===== config.mk =====
export PLATFORM = sky130hd
export DESIGN_NAME = flag_branch_ctrl
export DESIGN_NICKNAME = d
export VERILOG_FILES = /design/src/rtl/flag_branch_ctrl.sv
export SDC_FILE = /design/constraint.sdc
export NUM_CORES = 1
export LEC_CHECK = 0
export ABC_AREA = 1
export BUFFER_PORTS_ARGS = -buffer_cell sky130_fd_sc_hd__buf_2
export CAP_MARGIN = 20
export CORE_ASPECT_RATIO = 0.6
export CORE_MARGIN = 2
export CORE_UTILIZATION = 30
export DETAILED_ROUTE_END_ITERATION = 10
export PLACE_DENSITY = 0.58
export SYNTH_ARGS = -nofsm -noshare
export SYNTH_HDL_FRONTEND = slang
export SYNTH_SLANG_ARGS = --single-unit

===== constraint.sdc =====
create_clock -name clk -period 2.8 [get_ports clk]
set_clock_uncertainty 0.2 [all_clocks]
set_input_delay 0.56 -clock clk [delete_from_list [all_inputs] [get_ports clk]]
set_output_delay 0.56 -clock clk [all_outputs]
set_load 0.05 [all_outputs]

===== src/rtl/flag_branch_ctrl.sv =====
// Flag register, conditional branch/call/return resolver and return-address stack
// for the PIM controller; redirects the sequencer PC via pc_load/pc_next.
module flag_branch_ctrl #(
    parameter int PC_W        = 10,
    parameter int STACK_DEPTH = 8
) (
    input  logic            clk,
    input  logic            rst_n,
    input  logic            flag_we,
    input  logic            Col,
    input  logic            Ziw1,
    input  logic            Ziw2,
    input  logic            Zimm,
    input  logic            Co,
    input  logic            Call,
    input  logic            Sign,
    input  logic            br_valid,
    output logic            br_ready,
    input  logic [3:0]      br_cond,
    input  logic            br_is_call,
    input  logic            br_is_ret,
    input  logic [PC_W-1:0] br_target,
    input  logic [PC_W-1:0] pc_cur,
    output logic            pc_load,
    output logic [PC_W-1:0] pc_next,
    output logic            br_done,
    output logic [6:0]      flags_q,
    output logic            stk_ovf,
    output logic            stk_unf,
    input  logic            err_clr
);

    localparam int AW  = (STACK_DEPTH > 1) ? $clog2(STACK_DEPTH) : 1;
    localparam int SPW = AW + 1;
    localparam logic [SPW-1:0] SP_FULL = SPW'(STACK_DEPTH);

    typedef enum logic [1:0] {
        IDLE = 2'd0,
        EVAL = 2'd1,
        RESP = 2'd2
    } state_t;

    state_t          state;
    logic [3:0]      cond_r;
    logic            call_r;
    logic            ret_r;
    logic [PC_W-1:0] target_r;
    logic [PC_W-1:0] pc_r;
    logic            taken_r;
    logic [SPW-1:0]  sp;
    logic [PC_W-1:0] stack_mem [STACK_DEPTH];

    logic            flag_col;
    logic            flag_ziw1;
    logic            flag_ziw2;
    logic            flag_zimm;
    logic            flag_co;
    logic            flag_call;
    logic            flag_sign;
    logic            cond_true;

    assign flag_col  = flags_q[0];
    assign flag_ziw1 = flags_q[1];
    assign flag_ziw2 = flags_q[2];
    assign flag_zimm = flags_q[3];
    assign flag_co   = flags_q[4];
    assign flag_call = flags_q[5];
    assign flag_sign = flags_q[6];

    always_comb begin
        cond_true = 1'b0;
        case (cond_r)
            4'd0:    cond_true = 1'b1;
            4'd1:    cond_true = flag_col;
            4'd2:    cond_true = ~flag_col;
            4'd3:    cond_true = flag_ziw1;
            4'd4:    cond_true = ~flag_ziw1;
            4'd5:    cond_true = flag_ziw2;
            4'd6:    cond_true = ~flag_ziw2;
            4'd7:    cond_true = flag_zimm;
            4'd8:    cond_true = ~flag_zimm;
            4'd9:    cond_true = flag_co;
            4'd10:   cond_true = ~flag_co;
            4'd11:   cond_true = flag_call;
            4'd12:   cond_true = flag_sign;
            4'd13:   cond_true = ~flag_sign;
            4'd14:   cond_true = flag_ziw1 & flag_ziw2;
            default: cond_true = 1'b0;
        endcase
    end

    logic            resp_taken;
    logic            is_ret;
    logic            is_call;
    logic            stk_empty;
    logic            stk_full;
    logic            do_push;
    logic            do_pop;
    logic            set_ovf;
    logic            set_unf;
    logic            do_jump;
    logic [SPW-1:0]  sp_minus1;
    logic [PC_W-1:0] jump_addr;

    // A request with both call and ret set behaves as a return.
    always_comb begin
        is_ret     = ret_r;
        is_call    = call_r & ~ret_r;
        stk_empty  = (sp == '0);
        stk_full   = (sp == SP_FULL);
        sp_minus1  = sp - SPW'(1);
        resp_taken = (state == RESP) && taken_r;
        do_pop     = resp_taken && is_ret && !stk_empty;
        do_push    = resp_taken && is_call && !stk_full;
        set_unf    = resp_taken && is_ret && stk_empty;
        set_ovf    = resp_taken && is_call && stk_full;
        do_jump    = resp_taken && !set_unf && !set_ovf;
        jump_addr  = is_ret ? stack_mem[sp_minus1[AW-1:0]] : target_r;
    end

    // Stack storage carries no reset; the pointer alone defines validity.
    always_ff @(posedge clk) begin
        if (do_push) begin
            stack_mem[sp[AW-1:0]] <= pc_r + PC_W'(1);
        end
    end

    always_ff @(posedge clk or negedge rst_n) begin
        if (!rst_n) begin
            state    <= IDLE;
            br_ready <= 1'b1;
            pc_load  <= 1'b0;
            pc_next  <= '0;
            br_done  <= 1'b0;
            flags_q  <= '0;
            stk_ovf  <= 1'b0;
            stk_unf  <= 1'b0;
            sp       <= '0;
            cond_r   <= '0;
            call_r   <= 1'b0;
            ret_r    <= 1'b0;
            target_r <= '0;
            pc_r     <= '0;
            taken_r  <= 1'b0;
        end else begin
            br_done <= 1'b0;
            pc_load <= 1'b0;

            if (flag_we) begin
                flags_q <= {Sign, Call, Co, Zimm, Ziw2, Ziw1, Col};
            end

            // Clear first so an error raised in the same cycle survives.
            if (err_clr) begin
                stk_ovf <= 1'b0;
                stk_unf <= 1'b0;
            end
            if (set_ovf) begin
                stk_ovf <= 1'b1;
            end
            if (set_unf) begin
                stk_unf <= 1'b1;
            end

            case (state)
                IDLE: begin
                    if (br_valid) begin
                        cond_r   <= br_cond;
                        call_r   <= br_is_call;
                        ret_r    <= br_is_ret;
                        target_r <= br_target;
                        pc_r     <= pc_cur;
                        br_ready <= 1'b0;
                        state    <= EVAL;
                    end
                end
                EVAL: begin
                    taken_r <= cond_true;
                    state   <= RESP;
                end
                RESP: begin
                    br_done <= 1'b1;
                    if (do_jump) begin
                        pc_load <= 1'b1;
                        pc_next <= jump_addr;
                    end
                    if (do_push) begin
                        sp <= sp + SPW'(1);
                    end else if (do_pop) begin
                        sp <= sp_minus1;
                    end
                    br_ready <= 1'b1;
                    state    <= IDLE;
                end
                default: begin
                    br_ready <= 1'b1;
                    state    <= IDLE;
                end
            endcase
        end
    end

endmodule


==> results.py, run 1 <==
metrics = {
    "power_and_ir_drop": {
        "p_leak_nw": 2.99,
        "swShare_pct": 40.2,
        "pwr-share-comb_pct": 36.5,
        "p_clk_share_pct": 29.2,
        "power_switching_mw": 3.09,
        "max-vdd-ir-drop_mv": 0.595,
        "intPower_mw": 4.59,
        "powerDensity_nw_per_um2": 1080,
        "finalPower_mw": 7.69,
        "seq_power_share_pct": 34.3,
    },
    "floorplanning": {
        "row_count": 39,
        "die_area_sq_um": 20800,
        "die-width_microns": 185,
        "core_sq_um": 19100,
        "dieHeight_microns": 113,
        "start_util_pct": 30.8,
        "io_pins": 60,
    },
    "cts": {
        "cts.sinks": 135,
        "root_buffer": "clkbuf_16",
        "post_cts_resized": 0,
        "numCtsBuffers": 17,
        "hold_buffers": 0,
        "clk_path_buf_depth": 2,
        "postCtsSetupRepairBufs": 0,
        "h-tree-depth": 4,
        "cts_tree": "done",
        "clkTransAtPathRegs_ns": 0.06,
        "clock_latency_ns": 0.41,
    },
    "detailed_routing": {
        "vias": 4269,
        "drt_first_pass_iters": 5,
        "wl_per_cell_microns": 15.6,
        "routed_via_density": 4.60,
        "drc": 0,
        "drt-initial-drc-count": 564,
        "drt-total-wl_mm": 14.5,
        "antenna_left": 0,
    },
    "place": {
        "pre_cts_ws_ns": 0.521,
        "routabilityCongestion": 0.801,
        "post-dp-hpwl_mm": 9.87,
        "io_buffers": 59,
    },
    "run": {
        "drv_cap": 0,
    },
    "sta": {
        "fin_setup_tns_ns": 0,
        "setup_viol": 0,
        "timing.final.ws_setup_ns": 0.494,
        "finalCritPeriodShare_pct": 82.4,
        "drv_slew": 0,
        "hold_violations": 0,
        "fmax_ghz": 0.434,
        "rsz0062_at_grt": "no",
        "worstMarginPinSlew_ns": 0.849,
        "fin_crit_ns": 2.31,
        "slew_headroom_pct": 43.2,
    },
    "finish": {
        "antenna_cells": 0,
        "areaGrowthSynthToFinish_pct": 21.3,
        "drive_above_1_share_pct": 20.7,
        "layout_commonest_cell": "nand2_1",
        "mostFrequentLayoutCells": "120 x nand2_1, 88 x nor2_1, 80 x edfxtp_1",
        "nets": 691,
        "fin_util_pct": 37.4,
        "fillCellCount": 1899,
    },
    "logic_synthesis": {
        "synthFlopType": "edfxtp_1",
        "yosysSeqAreaShare_pct": 64.1,
        "syn_area_per_cell_sq_um": 10.2,
        "synth.distinct_cells": 37,
        "yosys_warnings": 0,
        "syn_area_sq_um": 5890,
        "synth_cells": 578,
        "synth_fp_nets": 619,
        "synth_edf_count": 80,
        "async_reset_ff_share_pct": 40.7,
        "ys_ff_latch": 135,
    },
    "setup_path": {
        "cp_cell_sequence": "inv_1, ha_1, buf_4, inv_1, nor2_1, o21ai_0, nand3_1, nand3_1, a21oi_1",
        "critPathTopFamily": "buffers and inverters",
        "required_ns": 2.93,
        "r2r_slack_ns": 0.49,
        "rr_endpoint": "pc_next[4]",
        "critPathKind": "flop to flop",
        "worst-r2r-cell-count": 9,
        "path_buf_inv": 3,
        "regToRegStartpoint": "sp[1]",
        "cp_max_fo": 15,
        "end_kind": "flop",
        "startpoint_type": "flop",
        "arrival_ns": 2.44,
        "slowest_delay_ns": 0.46,
        "slowest_stage": "dfrtp_1",
    },
    "global_route": {
        "grt_use_total_pct": 14.7,
        "grt_pass1_wl_mm": 23.0,
        "overflow": 0,
        "grt_max_degree": 56,
        "antenna_found_initial": 0,
        "first_global_vias": 3955,
    },
    "min_path": {
        "hold_class": "input port to asynchronous set/reset pin",
    },
    "run_status": {
        "status": "finished clean",
    },
}
-- worst reg2reg max path, cell delays in order (launching register included) --
cell and delay, ns:
dfrtp_1 0.46, inv_1 0.16, ha_1 0.33, buf_4 0.23, inv_1 0.26, nor2_1 0.19, o21ai_0 0.10, nand3_1 0.11
nand3_1 0.07, a21oi_1 0.13
-- metal layers --
metal / up-vias / track usage [%] / wire [microns]
met2: 143 / 17.0 / 5160
li1: 2076 / - / -
met1: 2042 / 25.9 / 8410
met4: 0 / 2.06 / 53
met3: 8 / 4.06 / 895
met5: - / 0 / 0
-- final cells by class --
class / count / area, sq um / share of cell area (%)
Clock buffer: 20 / 489 / 6.84
Clock inverter: 12 / 110 / 1.54
Inverter: 41 / 159 / 2.22
Multi-Input combinational cell: 374 / 1810 / 25.3
Sequential cell: 135 / 3780 / 52.9
Tap cell: 266 / 333 / 4.66
Timing Repair Buffer: 81 / 473 / 6.62
-- Yosys cell counts (3+ instances only) --
cell type	count	area share, %
mux2_2	3	0.57
inv_1	37	2.4
clkbuf_1	8	0.51
xnor2_1	4	0.59
nand2_1	120	7.6
nor2_1	88	5.6
dfrtp_1	54	23
nand3_1	48	4.1
buf_2	5	0.42
a21oi_1	8	0.68
nor4_1	5	0.53
edfxtp_1	80	41
buf_4	7	0.89
buf_6	3	0.57
o21ai_0	56	4.8
ha_1	3	0.64
nor3_1	14	1.2
xor2_1	9	1.3
-- stage by stage --
stage                     cells  hold WS [ns]  area, sq um
after CTS                   929         0.112         7150
after global routing        929         0.138         7150
final                       929        0.0882         7150
after detailed placement    897         0.288         6550
after floorplan             578        0.0644         5890
after global placement      897         0.291         6550
-- logic make-up (layout without fill, tap and decap cells) --
logic type | Yosys count | count (layout) | synth area share [%]
xor+xnor | 13 | 13 | 1.93
compound gates | 70 | 70 | 6.28
simple gates | 285 | 285 | 20.7
flops | 135 | 135 | 64.1
mux | 3 | 3 | 0.573
fa+ha+maj | 3 | 3 | 0.637
buf+inv | 69 | 154 | 5.77
-- worst max path at each step --
| stage | to | from | slack, ns | cells past startpoint |
|---|---|---|---|---|
| 4_1_cts | pc_next[4] | sp[1] | 0.48 | 9 |
| 5_1_grt | pc_next[4] | sp[1] | 0.26 | 9 |
| 2_1_floorplan | stack_mem[2][0] | sp[0] | -0.16 | 7 |
| 6_report | pc_next[4] | sp[1] | 0.49 | 9 |
| 3_3_place_gp | pc_next[5] | sp[1] | 0.56 | 7 |
| 3_5_place_dp | pc_next[2] | sp[1] | 0.52 | 7 |
-- power groups by stage --
stage,Combinational [mW],Clock (mW),Sequential [mW]
final,2.80,2.25,2.64
after detailed placement,2.75,0,2.68
after CTS,2.77,2.26,2.64
after floorplan,1.67,0,2.93
after global routing,3.09,2.36,2.67
after global placement,2.74,0,2.67
-- state kept, by name (all words and copies together) (netlist names) --
signal,count
stk_unf,1
taken_r,1
pc_load,1
pc_r,10
br_ready,1
br_done,1
state,2
cond_r,4
is_ret,1
stack_mem,80
flags_q,7
call_r,1
stk_ovf,1
sp,4
target_r,10
pc_next,10
No activity file was read; power rests on OpenSTA's default activity.
==> run 2, diff against run 1 <==
clock period = 1.9 ns   (was 2.8 ns; I/O delays follow)
==> run 2 against run 1 <==
Die area is the same. Routed wire length rose by 5.6%. Combinational power rose by 81%. Critical endpoint unchanged. Final cell count up 8.4%. Largest power group unchanged.
==> results.py, run 2 (synthesis gave the netlist of run 1 again) <==
metrics = {
    "cts": {
        "cts_tree": "done",
        "root_buffer": "clkbuf_16",
        "clk_path_buf_depth": 2,
        "numCtsBuffers": 17,
        "cts.sinks": 135,
        "clkTransAtPathRegs_ns": 0.06,
        "clock_latency_ns": 0.42,
        "h-tree-depth": 4,
    },
    "setup_path": {
        "worst-r2r-cell-count": 8,
        "r2r_slack_ns": 0.04,
        "regToRegStartpoint": "sp[0]",
        "required_ns": 2.04,
        "end_kind": "flop",
        "critPathKind": "flop to flop",
        "rr_endpoint": "pc_next[4]",
        "cp_max_fo": 6,
        "arrival_ns": 2.00,
        "startpoint_type": "flop",
    },
    "global_route": {
        "first_global_vias": 4394,
        "grt_max_degree": 46,
        "antenna_found_initial": 0,
        "grt_use_total_pct": 15.6,
        "grt_pass1_wl_mm": 24.3,
        "overflow": 0,
    },
    "finish": {
        "layout_commonest_cell": "nand2_1",
        "antenna_cells": 0,
        "fin_util_pct": 43.0,
        "areaGrowthSynthToFinish_pct": 39.4,
        "fillCellCount": 1868,
        "largest_reg_flops": 80,
        "multi_input_area_sq_um": 2030,
        "nets": 769,
        "drive_above_1_share_pct": 27.5,
        "mostFrequentLayoutCells": "119 x nand2_1, 84 x nor2_1, 80 x edfxtp_1",
        "regArea_sq_um": 3780,
    },
    "detailed_routing": {
        "drt_first_pass_iters": 5,
        "antenna_left": 0,
        "routed_via_density": 4.60,
        "drc": 0,
        "vias": 4636,
        "drt-initial-drc-count": 384,
        "wl_per_cell_microns": 15.2,
        "drt-total-wl_mm": 15.3,
    },
    "sta": {
        "holdWs_ns": 0.107,
        "rsz0062_at_grt": "yes",
        "worstMarginPinSlew_ns": 0.537,
        "fin_crit_ns": 1.86,
        "drv_slew": 0,
        "slew_headroom_pct": 64.2,
        "timing.final.ws_setup_ns": 0.0429,
        "finalCritPeriodShare_pct": 97.7,
        "hold_violations": 0,
        "setup_viol": 0,
        "fmax_ghz": 0.538,
    },
    "floorplanning": {
        "start_util_pct": 30.8,
        "die-width_microns": 185,
        "dieHeight_microns": 113,
        "core_sq_um": 19100,
        "row_count": 39,
        "die_area_sq_um": 20800,
        "io_pins": 60,
    },
    "min_path": {
        "hold_class": "input port to flop",
        "hp-start": "flag_we",
        "holdPathEnd": "flags_q[6]",
        "worstHoldPathCells": 3,
    },
    "place": {
        "post-dp-hpwl_mm": 10.3,
        "routabilityCongestion": 0.792,
        "io_buffers": 59,
        "pre_cts_ws_ns": -0.118,
    },
    "power_and_ir_drop": {
        "max-vdd-ir-drop_mv": 0.781,
        "powerDensity_nw_per_um2": 1490,
        "p_leak_nw": 3.44,
    },
    "run": {
        "drv_cap": 0,
    },
    "run_status": {
        "status": "finished clean",
    },
}
==> run 2: cell types whose count changed in the layout (fill, tap and decap cells not counted), sizes merged <==
| cell | delta |
|---|---|
| buf | +42 |
| dlygate4sd3 | +35 |
| nand2 | +1 |
| bufinv | +1 |
| clkinvlp | +1 |
| inv | +1 |
| clkbuf | -3 |
==> run 2: power breakdown <==
group | total (mW) | switching [mW] | internal (mW)
clock network | 3.32 | 1.36 | 1.97
registers | 3.85 | 0.251 | 3.60
logic | 5.08 | 3.30 | 1.79
total | 12.3 | 4.90 | 7.35
==> run 2: per-stage QoR <==
| step | cells | instance area (sq um) | total power, mW | setup TNS, ns |
|---|---|---|---|---|
| floorplan | 578 | 6040 | 6.99 | -15.86 |
| global placement | 928 | 7010 | 8.62 | -0.506 |
| detailed placement | 928 | 7010 | 8.63 | -2.68 |
| CTS | 996 | 8030 | 12.1 | 0 |
| global route | 1007 | 8220 | 13.0 | -0.627 |
| finish | 1007 | 8220 | 12.3 | 0 |
==> run 2: final cells by class <==
type / count / area share (%)
sequential: 135 / 46.0
clock inverter: 15 / 2.07
multi-input combinational: 375 / 24.8
clock buffer: 17 / 5.18
inverter: 41 / 1.96
timing repair buffer: 158 / 16.0
tap: 266 / 4.05
==> run 2: timing repair <==
action | 4_1_cts | 5_1_grt
endpoints found under the setup margin | 52 | 67
setup buffers | 0 | 10
endpoints found under the hold margin | 47 | 0
pin swaps | 2 | 5
resized for setup | 13 | 21
gates cloned | 1 | 1
hold buffers | 35 | 0
==> run 2: critical path, stage by stage, from the launching register on <==
cell	delay [ns]
dfrtp_1	0.40
inv_4	0.09
ha_4	0.17
nand3_4	0.12
buf_6	0.16
o21ai_4	0.27
buf_6	0.17
nor3_1	0.05
a21oi_1	0.15
==> run 2: layer usage <==
metal  vias to the layer above  track usage, %  routed length (microns)
met3                        14            3.76                     1040
met1                      2239            25.2                     8100
met4                         0            4.60                      154
met5                         -               0                        0
met2                       155            20.2                     6040
li1                       2228               -                        -
==> run 2: how the worst max path moves through the flow <==
stage	from	end	slack, ns
floorplan	sp[0]	stack_mem[2][0]	-0.33
global placement	is_ret	stack_mem[2][7]	-0.03
detailed placement	pc_r[1]	stack_mem[3][9]	-0.12
CTS	state[0]	stack_mem[0][0]	0.01
global route	sp[0]	pc_next[4]	-0.04
finish	sp[0]	pc_next[4]	0.04
==> run 3, diff against run 2 <==
==> constraint.sdc (replaced) <==
create_clock -name clk -period 1.9 [get_ports clk]
set_clock_uncertainty 0.2 [all_clocks]
set_input_delay 0.095 -clock clk [delete_from_list [all_inputs] [get_ports clk]]
set_output_delay 0.095 -clock clk [all_outputs]
set_load 0.05 [all_outputs]
==> run 3 against run 2 <==
The flow now finishes with violations (hold timing). Final area about the same. Total power shrank 0.86%. Worst setup slack worse by 0.0052 ns. Combinational power down 1%. Sequential share of layout area hardly changed. Global-route usage barely moved. Routed wire length barely moved. Sequential power hardly changed. Critical path depth shrank 1.
==> results.py, run 3 (synthesis gave the netlist of run 1 again) <==
metrics = {
    "floorplanning": {
        "row_count": 39,
        "dieHeight_microns": 113,
        "io_pins": 60,
        "start_util_pct": 30.8,
        "core_sq_um": 19100,
        "die_area_sq_um": 20800,
        "die-width_microns": 185,
    },
    "setup_path": {
        "critPathLaunch": "is_ret",
        "startpoint_type": "flop",
        "cp_max_fo": 9,
        "arrival_ns": 1.79,
        "end_kind": "flop",
        "critPathKind": "flop to flop",
        "required_ns": 1.83,
        "regToRegStartpoint": "is_ret",
    },
    "power_and_ir_drop": {
        "p_clk_share_pct": 27.1,
        "swShare_pct": 39.2,
        "power_switching_mw": 4.77,
        "pwr-share-comb_pct": 41.2,
        "seq_power_share_pct": 31.7,
        "max-vdd-ir-drop_mv": 1.20,
        "intPower_mw": 7.38,
        "powerDensity_nw_per_um2": 1480,
        "p_leak_nw": 3.42,
    },
    "global_route": {
        "grt_pass1_wl_mm": 24.5,
        "antenna_found_initial": 1,
        "grt_max_degree": 46,
        "first_global_vias": 4405,
        "overflow": 0,
        "grt_use_total_pct": 15.6,
    },
    "cts": {
        "h-tree-depth": 4,
        "clkTransAtPathRegs_ns": 0.06,
        "numCtsBuffers": 17,
        "cts.sinks": 135,
        "cts_tree": "done",
        "clk_path_buf_depth": 2,
        "clock_latency_ns": 0.42,
        "root_buffer": "clkbuf_16",
    },
    "finish": {
        "mostFrequentLayoutCells": "118 x nand2_1, 86 x nor2_1, 80 x edfxtp_1",
        "drive_above_1_share_pct": 25.6,
        "largest_reg_flops": 80,
        "fin_cells": 1008,
        "nets": 770,
        "layout_commonest_cell": "nand2_1",
        "areaGrowthSynthToFinish_pct": 39.4,
    },
    "sta": {
        "setup_viol": 0,
        "holdWs_ns": -0.0215,
        "rsz0062_at_grt": "yes",
        "slew_headroom_pct": 66.5,
        "drv_slew": 0,
        "hold_violations": 17,
        "fin_crit_ns": 1.86,
        "worstMarginPinSlew_ns": 0.502,
        "fmax_ghz": 0.537,
        "finalCritPeriodShare_pct": 98.0,
    },
    "detailed_routing": {
        "wl_per_cell_microns": 15.2,
        "antenna_left": 0,
        "vias": 4549,
        "drt_first_pass_iters": 7,
        "drt-total-wl_mm": 15.3,
        "drt-initial-drc-count": 368,
        "routed_via_density": 4.51,
        "drc": 0,
    },
    "run_status": {
        "violations": "hold timing",
        "status": "finished with violations",
    },
    "min_path": {
        "hold_class": "input port to asynchronous set/reset pin",
    },
    "place": {
        "post-dp-hpwl_mm": 10.1,
        "io_buffers": 59,
        "place.detailed.instances": 926,
        "routabilityCongestion": 0.786,
    },
    "run": {
        "drv_cap": 0,
    },
}
## run 3: cell type report
class                      instances  area (sq um)
timing repair buffer             160          1340
inverter                          41           161
clock buffer                      18           429
clock inverter                    13           158
tap                              266           333
multi-input combinational        374          2010
sequential                       135          3780
fill                            1818         10900
antenna                            1          2.50
## run 3: final timing paths
path | slack [ns] | cells after the start | end
min in group clk | 0.21 | 4 | pc_r[8]
worst min-delay path | -0.02 | 2 | target_r[3]
worst max register to register | 0.04 | 7 | stack_mem[0][4]
worst min register to register | 0.29 | 1 | br_done
max in group asynchronous | 0.95 | 3 | br_ready
worst max-delay path | 0.04 | 7 | stack_mem[0][4]
## run 3: what timing repair did
item | 4_1_cts | 5_1_grt
cloned | 1 | 0
hold buffers | 48 | 1
endpoints found under the hold margin | 89 | 4
resized for setup | 12 | 24
pin swaps | 2 | 7
setup endpoints to repair | 52 | 88
buffers inserted | 0 | 5
## run 3: power by group through the flow
stage	combinational (mW)	clock (mW)	sequential, mW
final	5.01	3.29	3.85
after global routing	5.49	3.46	3.89
after CTS	4.91	3.34	3.84
after detailed placement	4.76	0	3.89
after global placement	4.73	0	3.88
after floorplan	2.66	0	4.33
## run 3: critical path, stage by stage, from the launching register on
cell and delay (ns):
dfrtp_1 0.39, inv_1 0.09, nand2_2 0.10, nor2_4 0.20, nand2_8 0.14, buf_6 0.15, nor3_4 0.13, buf_6 0.17
## run 3: stage by stage
step	util [%]	power (mW)	setup slack (ns)	area [sq um]	setup TNS (ns)
after floorplan	-	6.99	-0.332	6040	-15.86
after global placement	36.5	8.61	-0.0393	6980	-0.496
after detailed placement	36.5	8.64	-0.0991	6980	-2.53
after CTS	42.4	12.1	0.000855	8120	0
after global routing	42.9	12.8	-0.00393	8210	-0.0111
final	43.0	12.1	0.0377	8220	0
## run 3: routing by layer
layer	GRT usage [%]	vias up	wire (microns)
met5	0	-	0
met3	3.50	9	897
met1	25.4	2158	8400
li1	-	2230	-
met2	20.2	152	5950
met4	4.44	0	92
